[config.mk]
export PLATFORM = sky130hd
export DESIGN_NAME = aes_job_arbiter_flat
export DESIGN_NICKNAME = d
export VERILOG_FILES = /design/src/rtl/aes_pkg.sv /design/src/rtl/aes_job_arbiter_if.sv /design/src/rtl/rr_arbiter2.sv /design/src/rtl/aes_job_arbiter.sv /design/src/flat_wrapper.sv
export SDC_FILE = /design/constraint.sdc
export NUM_CORES = 1
export LEC_CHECK = 0
export BUFFER_PORTS_ARGS = -buffer_cell sky130_fd_sc_hd__buf_2
export CAP_MARGIN = 20
export CORE_AREA = 3 3 466 468
export DETAILED_ROUTE_END_ITERATION = 6
export DIE_AREA = 0 0 469 471
export SLEW_MARGIN = 0
export SYNTH_ARGS = -nofsm -noshare
export SYNTH_HDL_FRONTEND = slang
export SYNTH_SLANG_ARGS = --single-unit
[constraint.sdc]
create_clock -name clk -period 22.9 [get_ports clk]
set_clock_uncertainty 0.05 [all_clocks]
set_input_delay 4.58 -clock clk [delete_from_list [all_inputs] [get_ports clk]]
set_output_delay 4.58 -clock clk [all_outputs]
set_load 0.05 [all_outputs]
[src/rtl/aes_pkg.sv]
// Shared constants, FSM encoding and job payload for the AES job arbiter.
package aes_pkg;

  localparam int unsigned AES_BLOCK_W     = 128;
  localparam int unsigned DEFAULT_TIMEOUT = 1023;
  localparam int unsigned JOB_CNT_W       = 16;

  typedef logic [AES_BLOCK_W-1:0] block_t;

  typedef enum logic [1:0] {
    ST_IDLE   = 2'd0,
    ST_LAUNCH = 2'd1,
    ST_WAIT   = 2'd2,
    ST_RESP   = 2'd3
  } state_t;

  // One accepted job: operands plus the requester that owns the result.
  typedef struct packed {
    block_t pt;
    block_t key;
    logic   owner;
  } job_t;

endpackage

[src/rtl/aes_job_arbiter_if.sv]
// Requester, response and AES-core handshake signals of the job arbiter.
interface aes_job_arbiter_if;
  import aes_pkg::*;

  logic   req0_valid;
  logic   req0_ready;
  block_t req0_pt;
  block_t req0_key;
  logic   req1_valid;
  logic   req1_ready;
  block_t req1_pt;
  block_t req1_key;

  logic   rsp0_valid;
  logic   rsp0_ready;
  block_t rsp0_ct;
  logic   rsp0_err;
  logic   rsp1_valid;
  logic   rsp1_ready;
  block_t rsp1_ct;
  logic   rsp1_err;

  logic   core_start;
  logic   core_abort;
  block_t core_pt;
  block_t core_key;
  logic   core_done;
  block_t core_ct;

  // Arbiter side.
  modport slave (
    input  req0_valid, req0_pt, req0_key, req1_valid, req1_pt, req1_key,
    output req0_ready, req1_ready,
    output rsp0_valid, rsp0_ct, rsp0_err, rsp1_valid, rsp1_ct, rsp1_err,
    input  rsp0_ready, rsp1_ready,
    output core_start, core_abort, core_pt, core_key,
    input  core_done, core_ct
  );

  // Requesters and core side.
  modport master (
    output req0_valid, req0_pt, req0_key, req1_valid, req1_pt, req1_key,
    input  req0_ready, req1_ready,
    input  rsp0_valid, rsp0_ct, rsp0_err, rsp1_valid, rsp1_ct, rsp1_err,
    output rsp0_ready, rsp1_ready,
    input  core_start, core_abort, core_pt, core_key,
    output core_done, core_ct
  );

endinterface

[src/rtl/rr_arbiter2.sv]
// Two-way round-robin grant; the history bit only moves on an accepted grant.
module rr_arbiter2 (
  input  logic       clk,
  input  logic       rst,
  input  logic [1:0] req,
  input  logic       accept,
  output logic [1:0] grant_c
);

  logic last_grant;

  // Single requester always wins; a tie goes to the one not granted last.
  always_comb begin
    grant_c = 2'b00;
    case (req)
      2'b01:   grant_c = 2'b01;
      2'b10:   grant_c = 2'b10;
      2'b11:   grant_c = last_grant ? 2'b01 : 2'b10;
      default: grant_c = 2'b00;
    endcase
  end

  // Reset to 1 so requester 0 wins the first tie.
  always_ff @(posedge clk or posedge rst) begin
    if (rst) begin
      last_grant <= 1'b1;
    end else if (accept && (grant_c != 2'b00)) begin
      last_grant <= grant_c[1];
    end
  end

endmodule

[src/rtl/aes_job_arbiter.sv]
// Accepts AES jobs from two requesters, runs them one at a time on a shared
// core with a completion timeout, and returns the result to the owner.
module aes_job_arbiter
  import aes_pkg::*;
#(
  parameter int unsigned TIMEOUT_CYCLES = DEFAULT_TIMEOUT
) (
  input  logic                 clk,
  input  logic                 rst,
  aes_job_arbiter_if.slave     bus,
  output logic                 busy,
  output logic [JOB_CNT_W-1:0] job_count
);

  localparam int unsigned CNT_W = $clog2(TIMEOUT_CYCLES + 1);

  state_t           state;
  job_t             job;
  logic [CNT_W-1:0] cnt;
  logic             core_start;
  logic             core_abort;
  logic [1:0]       rsp_valid;
  logic [1:0]       rsp_err;
  block_t           rsp_ct [2];
  logic [1:0]       req;
  logic [1:0]       grant_c;
  logic             accept;
  logic             terminal;
  logic             rsp_taken;

  // Requests are only visible to the arbiter while idle and out of reset.
  assign req    = {bus.req1_valid, bus.req0_valid} & {2{(state == ST_IDLE) && !rst}};
  assign accept = (grant_c != 2'b00);

  rr_arbiter2 u_rr (
    .clk     (clk),
    .rst     (rst),
    .req     (req),
    .accept  (accept),
    .grant_c (grant_c)
  );

  assign terminal  = (cnt == CNT_W'(TIMEOUT_CYCLES - 1));
  assign rsp_taken = job.owner ? (rsp_valid[1] && bus.rsp1_ready)
                               : (rsp_valid[0] && bus.rsp0_ready);

  assign bus.req0_ready = grant_c[0];
  assign bus.req1_ready = grant_c[1];
  assign bus.rsp0_valid = rsp_valid[0];
  assign bus.rsp1_valid = rsp_valid[1];
  assign bus.rsp0_err   = rsp_err[0];
  assign bus.rsp1_err   = rsp_err[1];
  assign bus.rsp0_ct    = rsp_ct[0];
  assign bus.rsp1_ct    = rsp_ct[1];
  assign bus.core_start = core_start;
  assign bus.core_abort = core_abort;
  assign bus.core_pt    = job.pt;
  assign bus.core_key   = job.key;

  // Job FSM: accept, launch, wait for core or timeout, hold response.
  always_ff @(posedge clk or posedge rst) begin
    if (rst) begin
      state      <= ST_IDLE;
      job        <= '0;
      cnt        <= '0;
      core_start <= 1'b0;
      core_abort <= 1'b0;
      rsp_valid  <= 2'b00;
      rsp_err    <= 2'b00;
      rsp_ct[0]  <= '0;
      rsp_ct[1]  <= '0;
      busy       <= 1'b0;
      job_count  <= '0;
    end else begin
      core_start <= 1'b0;
      core_abort <= 1'b0;
      case (state)
        ST_IDLE: begin
          if (accept) begin
            job.owner  <= grant_c[1];
            job.pt     <= grant_c[1] ? bus.req1_pt  : bus.req0_pt;
            job.key    <= grant_c[1] ? bus.req1_key : bus.req0_key;
            core_start <= 1'b1;
            busy       <= 1'b1;
            state      <= ST_LAUNCH;
          end
        end
        ST_LAUNCH: begin
          cnt   <= '0;
          state <= ST_WAIT;
        end
        ST_WAIT: begin
          // Completion takes priority over a timeout in the same cycle.
          if (bus.core_done) begin
            rsp_ct[job.owner]    <= bus.core_ct;
            rsp_err[job.owner]   <= 1'b0;
            rsp_valid[job.owner] <= 1'b1;
            job_count            <= job_count + JOB_CNT_W'(1);
            state                <= ST_RESP;
          end else if (terminal) begin
            core_abort           <= 1'b1;
            rsp_ct[job.owner]    <= '0;
            rsp_err[job.owner]   <= 1'b1;
            rsp_valid[job.owner] <= 1'b1;
            state                <= ST_RESP;
          end else begin
            cnt <= cnt + CNT_W'(1);
          end
        end
        ST_RESP: begin
          if (rsp_taken) begin
            rsp_valid <= 2'b00;
            busy      <= 1'b0;
            state     <= ST_IDLE;
          end
        end
        default: state <= ST_IDLE;
      endcase
    end
  end

endmodule

[src/flat_wrapper.sv]
// flat-port wrapper written by rule: the top's interface ports become plain ports
module aes_job_arbiter_flat import aes_pkg::*;
#(
  parameter int unsigned TIMEOUT_CYCLES = DEFAULT_TIMEOUT
)
  (clk, rst, busy, job_count, bus_req0_valid, bus_req0_pt, bus_req0_key, bus_req1_valid, bus_req1_pt, bus_req1_key, bus_req0_ready, bus_req1_ready, bus_rsp0_valid, bus_rsp0_ct, bus_rsp0_err, bus_rsp1_valid, bus_rsp1_ct, bus_rsp1_err, bus_rsp0_ready, bus_rsp1_ready, bus_core_start, bus_core_abort, bus_core_pt, bus_core_key, bus_core_done, bus_core_ct);
  aes_job_arbiter_if bus_i ();
  input  logic clk;
  input  logic rst;
  output logic busy;
  output logic [JOB_CNT_W-1:0] job_count;
  input wire logic [$bits(bus_i.req0_valid)-1:0] bus_req0_valid;
  input wire logic [$bits(bus_i.req0_pt)-1:0] bus_req0_pt;
  input wire logic [$bits(bus_i.req0_key)-1:0] bus_req0_key;
  input wire logic [$bits(bus_i.req1_valid)-1:0] bus_req1_valid;
  input wire logic [$bits(bus_i.req1_pt)-1:0] bus_req1_pt;
  input wire logic [$bits(bus_i.req1_key)-1:0] bus_req1_key;
  output wire logic [$bits(bus_i.req0_ready)-1:0] bus_req0_ready;
  output wire logic [$bits(bus_i.req1_ready)-1:0] bus_req1_ready;
  output wire logic [$bits(bus_i.rsp0_valid)-1:0] bus_rsp0_valid;
  output wire logic [$bits(bus_i.rsp0_ct)-1:0] bus_rsp0_ct;
  output wire logic [$bits(bus_i.rsp0_err)-1:0] bus_rsp0_err;
  output wire logic [$bits(bus_i.rsp1_valid)-1:0] bus_rsp1_valid;
  output wire logic [$bits(bus_i.rsp1_ct)-1:0] bus_rsp1_ct;
  output wire logic [$bits(bus_i.rsp1_err)-1:0] bus_rsp1_err;
  input wire logic [$bits(bus_i.rsp0_ready)-1:0] bus_rsp0_ready;
  input wire logic [$bits(bus_i.rsp1_ready)-1:0] bus_rsp1_ready;
  output wire logic [$bits(bus_i.core_start)-1:0] bus_core_start;
  output wire logic [$bits(bus_i.core_abort)-1:0] bus_core_abort;
  output wire logic [$bits(bus_i.core_pt)-1:0] bus_core_pt;
  output wire logic [$bits(bus_i.core_key)-1:0] bus_core_key;
  input wire logic [$bits(bus_i.core_done)-1:0] bus_core_done;
  input wire logic [$bits(bus_i.core_ct)-1:0] bus_core_ct;
  assign bus_i.req0_valid = bus_req0_valid;
  assign bus_i.req0_pt = bus_req0_pt;
  assign bus_i.req0_key = bus_req0_key;
  assign bus_i.req1_valid = bus_req1_valid;
  assign bus_i.req1_pt = bus_req1_pt;
  assign bus_i.req1_key = bus_req1_key;
  assign bus_req0_ready = bus_i.req0_ready;
  assign bus_req1_ready = bus_i.req1_ready;
  assign bus_rsp0_valid = bus_i.rsp0_valid;
  assign bus_rsp0_ct = bus_i.rsp0_ct;
  assign bus_rsp0_err = bus_i.rsp0_err;
  assign bus_rsp1_valid = bus_i.rsp1_valid;
  assign bus_rsp1_ct = bus_i.rsp1_ct;
  assign bus_rsp1_err = bus_i.rsp1_err;
  assign bus_i.rsp0_ready = bus_rsp0_ready;
  assign bus_i.rsp1_ready = bus_rsp1_ready;
  assign bus_core_start = bus_i.core_start;
  assign bus_core_abort = bus_i.core_abort;
  assign bus_core_pt = bus_i.core_pt;
  assign bus_core_key = bus_i.core_key;
  assign bus_i.core_done = bus_core_done;
  assign bus_i.core_ct = bus_core_ct;
  aes_job_arbiter #(.TIMEOUT_CYCLES(TIMEOUT_CYCLES)) u_core (.clk(clk), .rst(rst), .bus(bus_i), .busy(busy), .job_count(job_count));
endmodule
==> impl_metrics.yaml, run 1 <==
yosys:
  synth_common_cells: "548 x dfrtp_1, 463 x nand2_1, 258 x buf_4"
  synth.cell_area_um2: 23700
  postSynthRegisterBits: 549
  synth-edff-count: 0
  synth_top_area_cell: "dfrtp_1"
  async_reset_ff_share_pct: 100
  synth_most_common_cell: "dfrtp_1"
  yosysTopAreaCellShare_pct: 57.8
  yosys-top-cells-area: "dfrtp_1 58%, a22o_1 9.5%, buf_4 8.2%"
  synthCells: 2117
  yosys_warnings: 0
  synth_flop_cell: "dfrtp_1"
  syn_area_per_cell_um2: 11.2
  synth.distinct_cells: 45
  ys_seq_area_share_pct: 57.9
  synth_nets: 2772
floorplan:
  die_area_um2: 221000
  core_area_um2: 214000
  floorplan.initialDensity_pct: 11.1
  fp.dieH_um: 471
  io_pins: 1184
  fp-row-count: 170
  fp.dieW_um: 469
worst_setup_path:
  cp.arrival_ns: 6.00
  cp_max_fo: 117
  setup.worst_path.start_class: "primary input"
  cpMaxStageDelayCell: "buf_12"
  slowest_delay_ns: 0.42
  path_cells: "buf_2 > nor2_1 > a211oi_4 > buf_12 > buf_2"
  r2r_slack_ns: 18.54
  worstPathRequired_ns: 18.27
  worstSetupPathType: "in -> out"
  cpMostUsedCell: "buf_2"
  critPathCaptureType: "output pin"
clock_tree:
  root_buffer: "clkbuf_16"
  cts_tree: "yes"
  post_cts_buffers: 0
  cts_hold_buf: 0
  clock_latency_ns: 0.69
  cts_sinks: 549
  cts.reportedPaths.clkPinSlew_ns: 0.06
  htree_levels: 2
  cts_resized: 0
  cts_buffers: 60
  clockBufferDepth: 3
drt:
  antenna_left: 0
  detail_route.iter0.violations: 1452
  vias: 21200
  firstDrtPassIters: 6
  wl_per_cell_um: 24.5
  drc: 0
  routed_wirelength_um: 145000
  viasPerCell: 3.59
sta:
  fmax_mhz: 94.1
  finalSetupViolCount: 0
  rsz0062_at_grt: "no"
  drv_slew: 0
  fin_crit_sh_pct: 46.4
  tightest_slew_ns: 1.12
  max-slew-margin-rel_pct: 25.1
  tns_ns: 0
  hold_viol: 0
  min_period_ns: 10.63
cells_and_area:
  nets: 3641
  drive_gt1_share_pct: 43.6
  syn_to_final_growth_pct: 38.8
grt:
  antenna_found_initial: 178
  grt_start_max_net_pins: 118
  grt_util_all_layers_pct: 12.3
  grt_pass1_wl_um: 185000
  grt_pass1_vias: 20500
  gr-total-overflow: 0
power_and_ir_drop:
  powerDensity_nw_per_um2: 171
  max-vdd-ir-drop_v: 0.000116
  leakagePower_nw: 16.4
  power_w: 0.00563
placed_design:
  dp_hpwl_um: 121000
  port_buffers: 1183
  routabilityCongestion: 0.917
min_path:
  hp-class: "reg -> reg"
status:
  outcome: "finished clean"
flow_run:
  cap_violations: 0
-- path summary, 6_finish.rpt --
path / depth (start not counted) / endpoint / startpoint
worst max-delay path: 5 / bus_req1_ready / bus_req0_valid
worst min-delay path: 2 / u_core.bus.core_pt[55]$_DFFE_PP0P_ / u_core.bus.core_pt[55]$_DFFE_PP0P_
worst max register to register: 9 / u_core.bus.core_pt[126]$_DFFE_PP0P_ / u_core.state[1]$_DFFE_PP0P_
worst min register to register: 2 / u_core.bus.core_pt[55]$_DFFE_PP0P_ / u_core.bus.core_pt[55]$_DFFE_PP0P_
max in group asynchronous: 6 / u_core.bus.rsp0_ct[67]$_DFFE_PP0P_ / rst
min in group asynchronous: 2 / u_core.bus.core_key[53]$_DFFE_PP0P_ / rst
-- cells by family after synthesis --
kind of cell	Yosys count	synth area share (%)
compound gates	542	17.8
flops	549	57.9
mux	64	2.71
buf+inv	411	11.6
fa+ha+maj	8	0.422
xor+xnor	16	0.591
simple gates	527	8.92
-- final cells by class --
| type | count | area, um^2 |
|---|---|---|
| fill | 24200 | 181000 |
| sequential | 549 | 13700 |
| multi-input combinational | 1157 | 7290 |
| timing repair buffer | 1209 | 6130 |
| tap | 2838 | 3550 |
| clock buffer | 89 | 1790 |
| clock inverter | 21 | 288 |
| antenna | 36 | 90.1 |
| inverter | 9 | 41.3 |
-- state kept, by name, summed over array words and instances, names as in the netlist, named ones only --
| register | cells |
|---|---|
| u_core.bus.core_key | 128 |
| u_core.bus.core_pt | 128 |
| u_core.bus.rsp0_ct | 128 |
| u_core.bus.rsp1_ct | 128 |
| u_core.job_count | 16 |
| u_core.cnt | 10 |
| u_core.rsp_valid | 2 |
| u_core.state | 2 |
| u_core.bus.core_abort | 1 |
| u_core.bus.core_start | 1 |
| u_core.busy | 1 |
| u_core.job | 1 |
| u_core.u_rr.last_grant | 1 |
-- cell usage in the layout, fill, tap and decap left out, types with 4 or more instances in the layout --
master      instances
buf_2            1183
dfrtp_1           548
nand2_1           462
a22o_1            257
a22oi_1           194
o21ai_0            67
mux2i_1            62
clkbuf_16          61
diode_2            36
buf_4              25
clkbuf_8           16
nand3_1            14
nor2_1             12
xnor2_1            12
clkbuf_1           12
inv_1               8
a31oi_1             8
ha_1                8
clkinv_2            8
bufinv_16           6
nand4_1             5
nor2b_1             4
xor2_1              4
a21oi_1             4
clkinvlp_4          4
-- power by group --
group | switching (W) | internal (W)
sequential | 0.000270 | 0.00140
clock | 0.000428 | 0.000606
combinational | 0.00225 | 0.000673
-- per-stage QoR --
step                setup WS (ns)  hold slack [ns]  cells  util, %  cell area, um^2
finish                      12.27            0.423   5908     15.4            32900
global route                12.17            0.449   5884     15.4            32900
CTS                         12.15            0.424   5872     15.3            32800
detailed placement          12.15            0.410   5762     14.4            30700
global placement            12.16            0.408   5762     14.4            30700
floorplan                    2.92            0.401   2117        -            23700
-- layer usage --
layer / wire length, um / vias to the layer above / GRT usage [%] / part of all wire (%)
li1: - / 8975 / - / -
met1: 51100 / 10300 / 13.2 / 35
met2: 66100 / 1427 / 20.4 / 46
met3: 19900 / 432 / 6.50 / 14
met4: 7240 / 96 / 4.60 / 5.0
met5: 657 / - / 0 / 0.45
-- critical path: cells and delay by family --
kind | cells | cell delay (ns)
buffers and inverters | 3 | 1.01
AOI/OAI and AO/OA | 1 | 0.25
and+or+nand+nor | 1 | 0.13
No activity file was read; power rests on OpenSTA's default activity.
==> run 2, diff against run 1 <==
--- a/config.mk
+++ b/config.mk
@@ -7,9 +7,9 @@
 export LEC_CHECK = 0
 export BUFFER_PORTS_ARGS = -buffer_cell sky130_fd_sc_hd__buf_2
 export CAP_MARGIN = 20
-export CORE_AREA = 3 3 466 468
+export CORE_AREA = 3 3 460 462
 export DETAILED_ROUTE_END_ITERATION = 6
-export DIE_AREA = 0 0 469 471
+export DIE_AREA = 0 0 463 465
 export SLEW_MARGIN = 0
 export SYNTH_ARGS = -nofsm -noshare
 export SYNTH_HDL_FRONTEND = slang
==> constraint.sdc (replaced) <==
create_clock -name clk -period 9.2 [get_ports clk]
set_clock_uncertainty 0.05 [all_clocks]
set_input_delay 1.84 -clock clk [delete_from_list [all_inputs] [get_ports clk]]
set_output_delay 1.84 -clock clk [all_outputs]
set_load 0.05 [all_outputs]
==> impl_metrics.yaml, run 2 (synthesized netlist as in run 1, its figures left out) <==
worst_setup_path:
  crit_start: "bus_req0_valid"
  r2r_slack_ns: 5.51
  crit_buf_inv: 2
  path_cells: "buf_2 > and3_4 > buf_2"
  cp_max_fo: 17
  critPathCaptureType: "output pin"
  cpMostUsedCell: "buf_2"
  cp_top_family: "buffers and inverters"
  worstSetupPathType: "in -> out"
  cp.arrival_ns: 3.12
  worstReg2RegStart: "u_core.state[0]$_DFFE_PP0P_"
  setup.worst_path.start_class: "primary input"
  cpMaxStageDelayCell: "and3_4"
  slowest_delay_ns: 0.51
  worstPathRequired_ns: 7.31
floorplan:
  fp.dieW_um: 463
  fp-row-count: 167
  floorplan.initialDensity_pct: 11.4
  core_area_um2: 207000
  die_area_um2: 215000
  io_pins: 1184
  fp.dieH_um: 465
drt:
  viasPerCell: 3.63
  routed_wirelength_um: 151000
  antenna_left: 0
  vias: 21400
  firstDrtPassIters: 5
  drc: 0
  detail_route.iter0.violations: 1480
  wl_per_cell_um: 25.5
sta:
  min_period_ns: 5.01
  rsz0062_at_grt: "no"
  hold_viol: 0
  max-slew-margin-rel_pct: 30.7
  finalSetupViolCount: 0
  fin_crit_sh_pct: 54.4
  timing.hold.ws_ns: 0.423
  tightest_slew_ns: 1.04
  fmax_mhz: 200
  drv_slew: 0
cells_and_area:
  final_core_util_pct: 16.1
  nets: 3645
  syn_to_final_growth_pct: 40.4
  drive_gt1_share_pct: 43.6
  multi_input_area_um2: 7290
  fillers: 23400
  layout_common_cells: "1183 x buf_2, 548 x dfrtp_1, 462 x nand2_1"
  seqCellArea_um2: 13700
  layout_commonest_cell: "buf_2"
power_and_ir_drop:
  power_w: 0.0143
  max-vdd-ir-drop_v: 0.000316
  powerDensity_nw_per_um2: 430
  leakagePower_nw: 16.6
status:
  outcome: "finished clean"
flow_run:
  cap_violations: 0
clock_tree:
  clock_latency_ns: 0.66
  cts_tree: "yes"
  cts_buffers: 67
  post_cts_buffers: 0
  clockBufferDepth: 3
  cts_resized: 0
  htree_levels: 3
  cts_sinks: 549
  cts_hold_buf: 0
  cts.reportedPaths.clkPinSlew_ns: 0.06
  root_buffer: "clkbuf_16"
grt:
  gr-total-overflow: 0
  grt_util_all_layers_pct: 13.3
  grt_pass1_vias: 20800
  grt_start_max_net_pins: 155
  met3_usage_pct: 5.41
  globalRouteMet1Util_pct: 15.3
  antenna_found_initial: 187
  grt_pass1_wl_um: 195000
  grt_most_used_layer: "met2"
  grt_use_met2_pct: 21.9
placed_design:
  routabilityCongestion: 0.971
  dp_hpwl_um: 126000
  port_buffers: 1183
min_path:
  hp-class: "reg -> reg"
  min_from: "u_core.bus.core_pt[106]$_DFFE_PP0P_"
==> run 2: metrics by stage <==
stage | instances | instance area (um^2) | setup slack (ns) | setup TNS [ns]
after global placement | 5709 | 30700 | 4.09 | 0
after detailed placement | 5709 | 30700 | 4.07 | 0
after global routing | 5897 | 33300 | 4.13 | 0
final | 5912 | 33300 | 4.19 | 0
after floorplan | 2117 | 23700 | -0.159 | -87.16
after CTS | 5829 | 33100 | 4.17 | 0
==> run 2: path summary, 6_finish.rpt <==
path                                                            end  cells past startpoint
worst max register to register  u_core.bus.core_key[86]$_DFFE_PP0P_                      8
max in group asynchronous        u_core.bus.core_pt[86]$_DFFE_PP0P_                      4
worst min-delay path            u_core.bus.core_pt[106]$_DFFE_PP0P_                      2
worst max-delay path                                 bus_req0_ready                      3
worst min register to register  u_core.bus.core_pt[106]$_DFFE_PP0P_                      2
min in group asynchronous                                 async pin                      2
==> run 2: final cells by class <==
class,instances,share of cell area (%)
multi-input cells,1157,21.9
clock buffers,93,5.69
inverters,9,0.113
repair buffers,1206,18.5
clock inverters,27,1.43
well taps,2788,10.5
flip-flops and latches,549,41.3
diodes,83,0.624
==> run 2: report_power, final <==
part | internal [W] | leakage [nW] | switching (W)
Clock | 0.00169 | 1.14 | 0.00118
Sequential | 0.00349 | 6.89 | 0.000679
Combinational | 0.00168 | 8.53 | 0.00559
==> run 2: layer usage <==
layer / routed length, um / part of all wire, %
met1: 56500 / 38
met2: 69700 / 46
met3: 16100 / 11
met4: 7890 / 5.2
met5: 354 / 0.24
==> run 2: worst reg2reg max path: stages, from the launching register on <==
cell,delay [ns]
dfrtp_1,0.41
inv_1,0.13
ha_1,0.25
nor2b_1,0.28
and3_4,0.47
buf_4,0.69
buf_4,0.86
mux2i_1,0.29
o21ai_0,0.11
==> run 3, diff against run 2 <==
--- a/config.mk
+++ b/config.mk
@@ -5,11 +5,12 @@
 export SDC_FILE = /design/constraint.sdc
 export NUM_CORES = 1
 export LEC_CHECK = 0
+export ABC_AREA = 1
 export BUFFER_PORTS_ARGS = -buffer_cell sky130_fd_sc_hd__buf_2
 export CAP_MARGIN = 20
-export CORE_AREA = 3 3 460 462
+export CORE_AREA = 3 3 454 456
 export DETAILED_ROUTE_END_ITERATION = 6
-export DIE_AREA = 0 0 463 465
+export DIE_AREA = 0 0 457 459
 export SLEW_MARGIN = 0
 export SYNTH_ARGS = -nofsm -noshare
 export SYNTH_HDL_FRONTEND = slang
==> constraint.sdc (replaced) <==
create_clock -name clk -period 4.8 [get_ports clk]
set_clock_uncertainty 0.05 [all_clocks]
set_input_delay 0.96 -clock clk [delete_from_list [all_inputs] [get_ports clk]]
set_output_delay 0.96 -clock clk [all_outputs]
set_load 0.05 [all_outputs]
==> impl_metrics.yaml, run 3 <==
yosys:
  yosysTopAreaCellShare_pct: 56.2
  ys_seq_area_share_pct: 56.3
  synth-edff-count: 0
  synth.cell_area_um2: 24400
  syn_area_per_cell_um2: 8.82
  synth_top_area_cell: "dfrtp_1"
  postSynthRegisterBits: 549
  async_reset_ff_share_pct: 100
  yosys_warnings: 0
  yosys-top-cells-area: "dfrtp_1 56%, nand2_1 20%, buf_4 7.9%"
  synth_flop_cell: "dfrtp_1"
  synth_nets: 3420
  synth_most_common_cell: "nand2_1"
  synth.distinct_cells: 28
  synth_common_cells: "1286 x nand2_1, 548 x dfrtp_1, 256 x buf_4"
  synthCells: 2765
flow_run:
  cap_violations: 0
grt:
  antenna_found_initial: 72
  gr-total-overflow: 0
  grt_pass1_wl_um: 184000
  grt_util_all_layers_pct: 12.7
  grt_start_max_net_pins: 152
  grt_pass1_vias: 22400
min_path:
  hp-class: "in -> async"
worst_setup_path:
  path_cells: "buf_2 > clkinvlp_4 > nand4_4 > inv_8 > nor2_4 > buf_2"
  slowest_delay_ns: 0.46
  cp_max_fo: 53
  cp.arrival_ns: 2.66
  cpMaxStageDelayCell: "clkinvlp_4"
  cpMostUsedCell: "buf_2"
  crit_buf_inv: 4
  worstPathRequired_ns: 3.79
  cp_top_family: "buffers and inverters"
  setup.worst_path.start_class: "primary input"
  critPathCaptureType: "output pin"
  worstSetupPathType: "in -> out"
drt:
  routed_wirelength_um: 138000
  detail_route.iter0.violations: 1519
  vias: 22600
  drc: 0
  viasPerCell: 3.54
  firstDrtPassIters: 5
  antenna_left: 0
  wl_per_cell_um: 21.7
sta:
  finalSetupViolCount: 0
  hold_viol: 0
  drv_slew: 0
  worst_slack_ns: 1.13
  max-slew-margin-rel_pct: 21.1
  min_period_ns: 3.67
  timing.hold.ws_ns: 0.348
  rsz0062_at_grt: "no"
  fin_crit_sh_pct: 76.4
  fmax_mhz: 273
  tightest_slew_ns: 1.18
clock_tree:
  clock_latency_ns: 0.65
  cts_tree: "yes"
  cts_hold_buf: 0
  cts.reportedPaths.clkPinSlew_ns: 0.06
  clockBufferDepth: 3
  cts_buffers: 72
  root_buffer: "clkbuf_16"
  cts_resized: 0
  cts_sinks: 549
  post_cts_buffers: 0
  htree_levels: 3
cells_and_area:
  layout_commonest_cell: "nand2_1"
  nets: 4297
  seqCellArea_um2: 13700
  syn_to_final_growth_pct: 39.0
  final_area_um2: 33900
  fillers: 22900
  multi_input_area_um2: 7870
  final_core_util_pct: 16.8
  layout_common_cells: "1286 x nand2_1, 1183 x buf_2, 548 x dfrtp_1"
  drive_gt1_share_pct: 36.2
floorplan:
  floorplan.initialDensity_pct: 12.1
  core_area_um2: 202000
  fp.dieH_um: 459
  fp-row-count: 165
  die_area_um2: 210000
  fp.dieW_um: 457
  io_pins: 1184
power_and_ir_drop:
  powerDensity_nw_per_um2: 318
  p_int_w: 0.00821
  pwr-share-clk_pct: 53.0
  switching_share_pct: 23.9
  seq_power_share_pct: 42.9
  pwr-share-comb_pct: 4.0
  max-vdd-ir-drop_v: 0.000219
  p_switching_w: 0.00258
  leakagePower_nw: 19.2
placed_design:
  routabilityCongestion: 0.903
  dp_hpwl_um: 113000
  dp_slack_ns: 0.973
  placed_cell_area_um2: 31400
  port_buffers: 1183
status:
  outcome: "finished clean"
==> run 3: final timing paths <==
| kind | slack, ns | cells after the start | start | to |
|---|---|---|---|---|
| setup / recovery | 1.13 | 6 | rst | bus_req1_ready |
| hold / removal | 0.35 | 2 | rst | u_core.bus.rsp0_ct[72]$_DFFE_PP0P_ |
| setup reg to reg | 1.87 | 9 | u_core.state[0]$_DFFE_PP0P_ | u_core.bus.rsp0_ct[88]$_DFFE_PP0P_ |
| hold reg to reg | 0.41 | 2 | u_core.bus.rsp0_ct[74]$_DFFE_PP0P_ | u_core.bus.rsp0_ct[74]$_DFFE_PP0P_ |
| max in group asynchronous | 2.55 | 4 | rst | u_core.bus.rsp1_ct[102]$_DFFE_PP0P_ |
| min in group clk | 0.41 | 2 | u_core.bus.rsp0_ct[74]$_DFFE_PP0P_ | u_core.bus.rsp0_ct[74]$_DFFE_PP0P_ |
==> run 3: final cells by class <==
class,count,share of cell area [%]
Sequential cell,549,40.5
Multi-Input combinational cell,1774,23.2
Timing Repair Buffer,1208,18.5
Tap cell,2672,9.86
Clock buffer,98,5.99
Clock inverter,30,1.32
Inverter,37,0.443
Antenna cell,21,0.155
==> run 3: through the flow <==
stage | TNS [ns] | std cells | total power (W)
2_1_floorplan | -3730.38 | 2765 | 0.00480
3_3_place_gp | 0 | 6240 | 0.00515
3_5_place_dp | 0 | 6240 | 0.00516
4_1_cts | 0 | 6368 | 0.0111
5_1_grt | 0 | 6386 | 0.0113
6_report | 0 | 6389 | 0.0108
==> run 3: power groups by stage <==
stage	combinational [W]	sequential (W)	clock, W
final	0.000434	0.00463	0.00572
after detailed placement	0.000444	0.00471	0
after floorplan	0.0000798	0.00472	0
after global placement	0.000442	0.00471	0
after global routing	0.000483	0.00463	0.00615
after CTS	0.000446	0.00463	0.00600
==> run 3: logic make-up after synthesis <==
logic type | Yosys count | synth area share (%)
DFF | 549 | 56.3
and+or+nand+nor | 1415 | 22.1
AOI/OAI and AO/OA | 339 | 9.01
xor gates and xnor gates | 12 | 0.431
buffers and inverters | 442 | 11.7
adders and majority gates | 8 | 0.410
==> run 3: metal layers <==
metal | track usage, % | routed length, um
met5 | 0 | 76
met3 | 7.31 | 18900
met1 | 13.0 | 48600
met2 | 20.5 | 63400
met4 | 6.44 | 7480
==> run 3: worst reg2reg max path, stage by stage, from the launching register on <==
cell	delay [ns]
dfrtp_1	0.41
inv_1	0.12
ha_1	0.38
nand2_2	0.28
inv_1	0.25
o21bai_4	0.23
nand2_8	0.49
buf_4	0.51
nand2_1	0.08
nand2_1	0.05
